File: config.mk
export PLATFORM = sky130hd
export DESIGN_NAME = rastreador_extremos
export DESIGN_NICKNAME = d
export VERILOG_FILES = /design/src/rtl/rastreador_extremos.sv
export SDC_FILE = /design/constraint.sdc
export NUM_CORES = 1
export LEC_CHECK = 0
export CORE_MARGIN = 10
export CORE_UTILIZATION = 30
export CTS_BUF_LIST = sky130_fd_sc_hd__clkbuf_16
export CTS_CLUSTER_DIAMETER = 60
export DETAILED_ROUTE_END_ITERATION = 10
export PLACE_DENSITY = 0.57
export SYNTH_ARGS = -nofsm -noshare
export SYNTH_HDL_FRONTEND = slang
export SYNTH_SLANG_ARGS = --single-unit
File: constraint.sdc
create_clock -name clk -period 5.2 [get_ports clk]
set_input_delay 0.52 -clock clk [delete_from_list [all_inputs] [get_ports clk]]
set_output_delay 0.52 -clock clk [all_outputs]
set_load 0.03 [all_outputs]
File: src/rtl/rastreador_extremos.sv
// Running max/min tracker over a window of samples, driving an external
// magnitude comparator and consuming its equal/greater/less results.
module rastreador_extremos #(
  parameter int WIDTH  = 8,
  parameter int WINDOW = 16
) (
  input  logic             clk,
  input  logic             reset,
  input  logic             limpiar_i,
  input  logic [WIDTH-1:0] dato_i,
  input  logic             valido_i,
  output logic             listo_o,
  output logic [WIDTH-1:0] cmp_a_o,
  output logic [WIDTH-1:0] cmp_b_o,
  input  logic             igual_i,
  input  logic             mayor_i,
  input  logic             menor_i,
  output logic [WIDTH-1:0] maximo_o,
  output logic [WIDTH-1:0] minimo_o,
  output logic [7:0]       cuenta_o,
  output logic             fin_o
);

  typedef enum logic [1:0] {
    VACIO,
    ESPERA,
    CMP_MAX,
    CMP_MIN
  } estado_t;

  localparam logic [7:0] LP_WINDOW = 8'(WINDOW);

  estado_t          r_estado;
  estado_t          w_sig;
  logic [WIDTH-1:0] r_muestra;
  logic [WIDTH-1:0] r_maximo;
  logic [WIDTH-1:0] r_minimo;
  logic [7:0]       r_cuenta;
  logic             r_fin;

  logic [WIDTH-1:0] w_muestra;
  logic [WIDTH-1:0] w_maximo;
  logic [WIDTH-1:0] w_minimo;
  logic [7:0]       w_cuenta;
  logic [7:0]       w_cuenta_inc;
  logic             w_fin;
  logic             w_acepta;
  logic             w_sube;
  logic             w_baja;

  assign listo_o = ((r_estado == VACIO) || (r_estado == ESPERA))
                   & ~limpiar_i;
  assign w_acepta     = valido_i & listo_o;
  assign w_cuenta_inc = r_cuenta + 8'd1;

  // An inconsistent comparator result (equal plus greater/less) never updates.
  assign w_sube = mayor_i & ~igual_i;
  assign w_baja = menor_i & ~igual_i;

  assign cmp_a_o  = r_muestra;
  assign cmp_b_o  = (r_estado == CMP_MIN) ? r_minimo : r_maximo;
  assign maximo_o = r_maximo;
  assign minimo_o = r_minimo;
  assign cuenta_o = r_cuenta;
  assign fin_o    = r_fin;

  always_ff @(posedge clk or posedge reset) begin
    if (reset) begin
      r_estado <= VACIO;
    end else begin
      r_estado <= w_sig;
    end
  end

  always_comb begin
    w_sig     = r_estado;
    w_muestra = r_muestra;
    w_maximo  = r_maximo;
    w_minimo  = r_minimo;
    w_cuenta  = r_cuenta;
    w_fin     = 1'b0;
    if (limpiar_i) begin
      w_sig     = VACIO;
      w_muestra = '0;
      w_maximo  = '0;
      w_minimo  = '0;
      w_cuenta  = '0;
    end else begin
      unique case (r_estado)
        VACIO: begin
          if (w_acepta) begin
            w_muestra = dato_i;
            w_maximo  = dato_i;
            w_minimo  = dato_i;
            w_cuenta  = 8'd1;
            w_sig     = ESPERA;
          end
        end
        ESPERA: begin
          if (w_acepta) begin
            w_muestra = dato_i;
            w_sig     = CMP_MAX;
          end
        end
        CMP_MAX: begin
          if (w_sube) w_maximo = r_muestra;
          w_sig = CMP_MIN;
        end
        CMP_MIN: begin
          if (w_baja) w_minimo = r_muestra;
          w_cuenta = w_cuenta_inc;
          if (w_cuenta_inc == LP_WINDOW) begin
            w_fin = 1'b1;
            w_sig = VACIO;
          end else begin
            w_sig = ESPERA;
          end
        end
        default: w_sig = VACIO;
      endcase
    end
  end

  always_ff @(posedge clk or posedge reset) begin
    if (reset) begin
      r_muestra <= '0;
      r_maximo  <= '0;
      r_minimo  <= '0;
      r_cuenta  <= '0;
      r_fin     <= 1'b0;
    end else begin
      r_muestra <= w_muestra;
      r_maximo  <= w_maximo;
      r_minimo  <= w_minimo;
      r_cuenta  <= w_cuenta;
      r_fin     <= w_fin;
    end
  end

endmodule

==> impl_results.md <==
* Post-DRT Antenna Nets at 0
* Clock sinks at 35
* Via/cell ratio at 4.83
* Cts repair resizes at 0
* Req. time, crit path at 4680 ps
* Crit Path Class: flop to output pin
* PD cells at 490 nW/µm²
* Status: complete, no violations
* Rel. slew slack at 0.558
* Syn_area_per_cell at 10.4 µm²
* Critical Path AT at 2450 ps
* Synth Net Count at 220
* First-pass iteration count of the detailed router at 4
* Global route hottest layer: met2
* DR iter-0 viols at 66
* TritonCTS clock tree: yes
* First-pass GRT wire length at 8820 µm
* Placement Cell Area at 2700 µm²
* Fmax achieved at 0.337 GHz
* Worst-Skew Late Latency at 280 ps
* CP Max Fanout at 21
* Largest net degree at the start of global routing at 40
* Top Family by Delay on Critical Path: buffers and inverters
* Sequential Area at 876 µm²
* Slew Limit Fails at 0
* Share of cells above drive strength 1 at 0.187
* Mapped Cells at 199
* Met1 usage at 0.128
* Max clock buf depth at 2
* Via count at 1627
* Adder-cell share of the synthesized area at 0.0363
* Finish-stage setup viols at 0
* DIE AREA at 10600 µm²
* CTS Root Buffer Type: clkbuf_16
* Synthesized cell area at 2070 µm²
* Synth cell types at 39
* Main combinational cell family by area after synthesis: multiplexers
* Crit end category: output pin
* Setup Skew at 4.14 ps
* Number of fill cells at 697
* Most frequent cells in the layout: clkdlybuf4s50_1 (56), dfrtp_1 (35), mux2_2 (32), nor2_1 (21), mux2i_1 (16)
* Delay of the slowest critical-path stage at 600 ps
* GRT Total Usage at 0.105
* Peak VDD IR at 0.276 mV
* Ant. Diodes at 0
* Worst Tran Pin Value at 663 ps
* Area of the multi-input gates at 1120 µm²
* Die height at 103 µm
* Min Hold Slack at 530 ps
* Worst-path clk slew at 60 ps
* Mux share of post-synthesis cell area at 0.252
* Synth Area in XOR/XNOR at 0
* Most common cell after layout, fill and taps aside: clkdlybuf4s50_1
* RSZ-0062 raised after global routing: false
* Gp weighted congestion at 0.783
* PortBufs at 56
* Slowest-stage cell, CP: clkdlybuf4s50_1
* Hold Crit Class: flop to flop
* Fin. Hold Viols at 0
* Hpwl dp at 3780 µm
* Yosys warning count at 0
* H-tree depth at 2
* Sequential share of the synthesized area at 0.424
* Met3 Usage GRT at 0.0509
* Die W at 103 µm
* Final setup TNS at 0 ps
* Period utilisation layout at 0.570
* Yosys reg bits at 35
* Simple-Gate Fraction of Synth Area at 0.165
* Hold buffers post-CTS at 0
* DR WL/cell at 15.8 µm
* Max-cap viol count at 0
* Area growth, synth to finish at 37.5%
* WP buf/inv at 2
* Cell Rows at 30
* Fin area at 2840 µm²
* Lkg Pwr at 1.17 nW
* Post-CTS setup buffers at 0
* Startpoint Class: flop
* Top-Level Pins at 57
* Critical path cell sequence: ha_1 > buf_4 > mux2_2 > clkdlybuf4s50_1
* Min cycle time layout at 2970 ps
* Compound-cell area share of the yosys netlist at 0.0878
* Nets at 277
* Routed WL at 5310 µm
* Starting density of the core at 0.306
* TritonCTS Buffers at 5
* GR Util met2 at 0.159
* DRC at 0
* Congestion Overflow GR at 0
* Core Region at 6760 µm²
* Vias in the first global route at 1727
* Initial antenna violation count at 0
power breakdown:
part	switching [mW]	internal (mW)
sequential	0.0639	0.341
clock	0.109	0.175
combinational	0.392	0.312
total	0.565	0.828
final cells by class:
cell class              instances  area share
clock buffers                   5      0.0441
flip-flops and latches         35       0.308
multi-input cells             149       0.394
well taps                      80      0.0352
inverters                       6     0.00793
repair buffers                 59       0.205
clock inverters                 3     0.00529
cells in the mapped netlist:
master / number / area, µm²
a21oi_4: 1 / 16.3
mux2_2: 32 / 360
buf_4: 1 / 7.51
o211ai_1: 1 / 7.51
or2_2: 1 / 6.26
ha_1: 6 / 75.1
o22ai_1: 1 / 6.26
and4_1: 1 / 8.76
a311oi_1: 1 / 8.76
nor4_1: 2 / 12.5
a21oi_1: 7 / 35.0
inv_1: 6 / 22.5
or3_1: 1 / 6.26
nor4b_1: 1 / 8.76
nand3_1: 3 / 15.0
nor2b_4: 1 / 13.8
o21ai_0: 9 / 45.0
a221oi_1: 1 / 8.76
dfrtp_1: 35 / 876
a21boi_0: 2 / 15.0
nor3_1: 4 / 20.0
buf_6: 1 / 11.3
a21oi_2: 1 / 8.76
nor2_1: 21 / 78.8
o21a_1: 1 / 7.51
mux2i_1: 16 / 160
and2_1: 2 / 12.5
clkbuf_1: 4 / 15.0
a211o_1: 1 / 8.76
and3_1: 1 / 6.26
a32oi_1: 1 / 8.76
nor2_2: 1 / 6.26
buf_2: 3 / 15.0
nor2b_1: 10 / 62.6
nand2b_1: 3 / 18.8
nand2_1: 12 / 45.0
nor3b_1: 1 / 7.51
o21ai_1: 1 / 5.00
nand4_1: 2 / 12.5
metal layers:
layer	up-vias	routed length (µm)
met5	-	0
met4	0	71
met3	9	526
met2	46	2270
met1	761	2450
li1	811	-
worst paths after layout:
kind                                         start                      end  slack (ps)  depth (start not counted)
max reg2reg                r_estado[0]$_DFFE_PP0P_  maximo_o[4]$_DFFE_PP0P_        2810                          5
max in group asynchronous                    reset   cmp_a_o[2]$_DFFE_PP0P_        4220                          3
min in group asynchronous                    reset  cuenta_o[5]$_DFFE_PP0P_         650                          3
min reg2reg                maximo_o[0]$_DFFE_PP0P_  maximo_o[0]$_DFFE_PP0P_         530                          1
min                        maximo_o[0]$_DFFE_PP0P_  maximo_o[0]$_DFFE_PP0P_         530                          1
max                        r_estado[1]$_DFFE_PP0P_               cmp_b_o[3]        2230                          4
registers in the layout, indices dropped and copies added, names as in the netlist:
register and flops:
cmp_a_o 8, cuenta_o 8, maximo_o 8, minimo_o 8, r_estado 2, fin_o 1
metrics by stage:
stage	power [mW]	worst slack, ps	util	std cells
after floorplan	0.852	3180	-	199
after global placement	1.12	2550	0.400	329
after detailed placement	1.12	2510	0.400	329
after CTS	1.41	2210	0.420	337
after global routing	1.48	2120	0.420	337
final	1.39	2230	0.420	337
worst reg2reg max path: stages (launching register included):
cell	delay (ps)
dfrtp_1	410
inv_1	150
ha_1	610
o22ai_1	220
a21oi_2	480
mux2_2	400
kinds of logic (layout without fill, tap and decap cells):
kind of cell,count (synthesis),after routing
AND/OR/NAND/NOR,67,67
flip-flops,35,35
buffers and inverters,15,73
multiplexers,48,48
AO/OA/AOI/OAI,28,28
adder cells (fa/ha/maj),6,6
(Power assumes the default switching activity.)
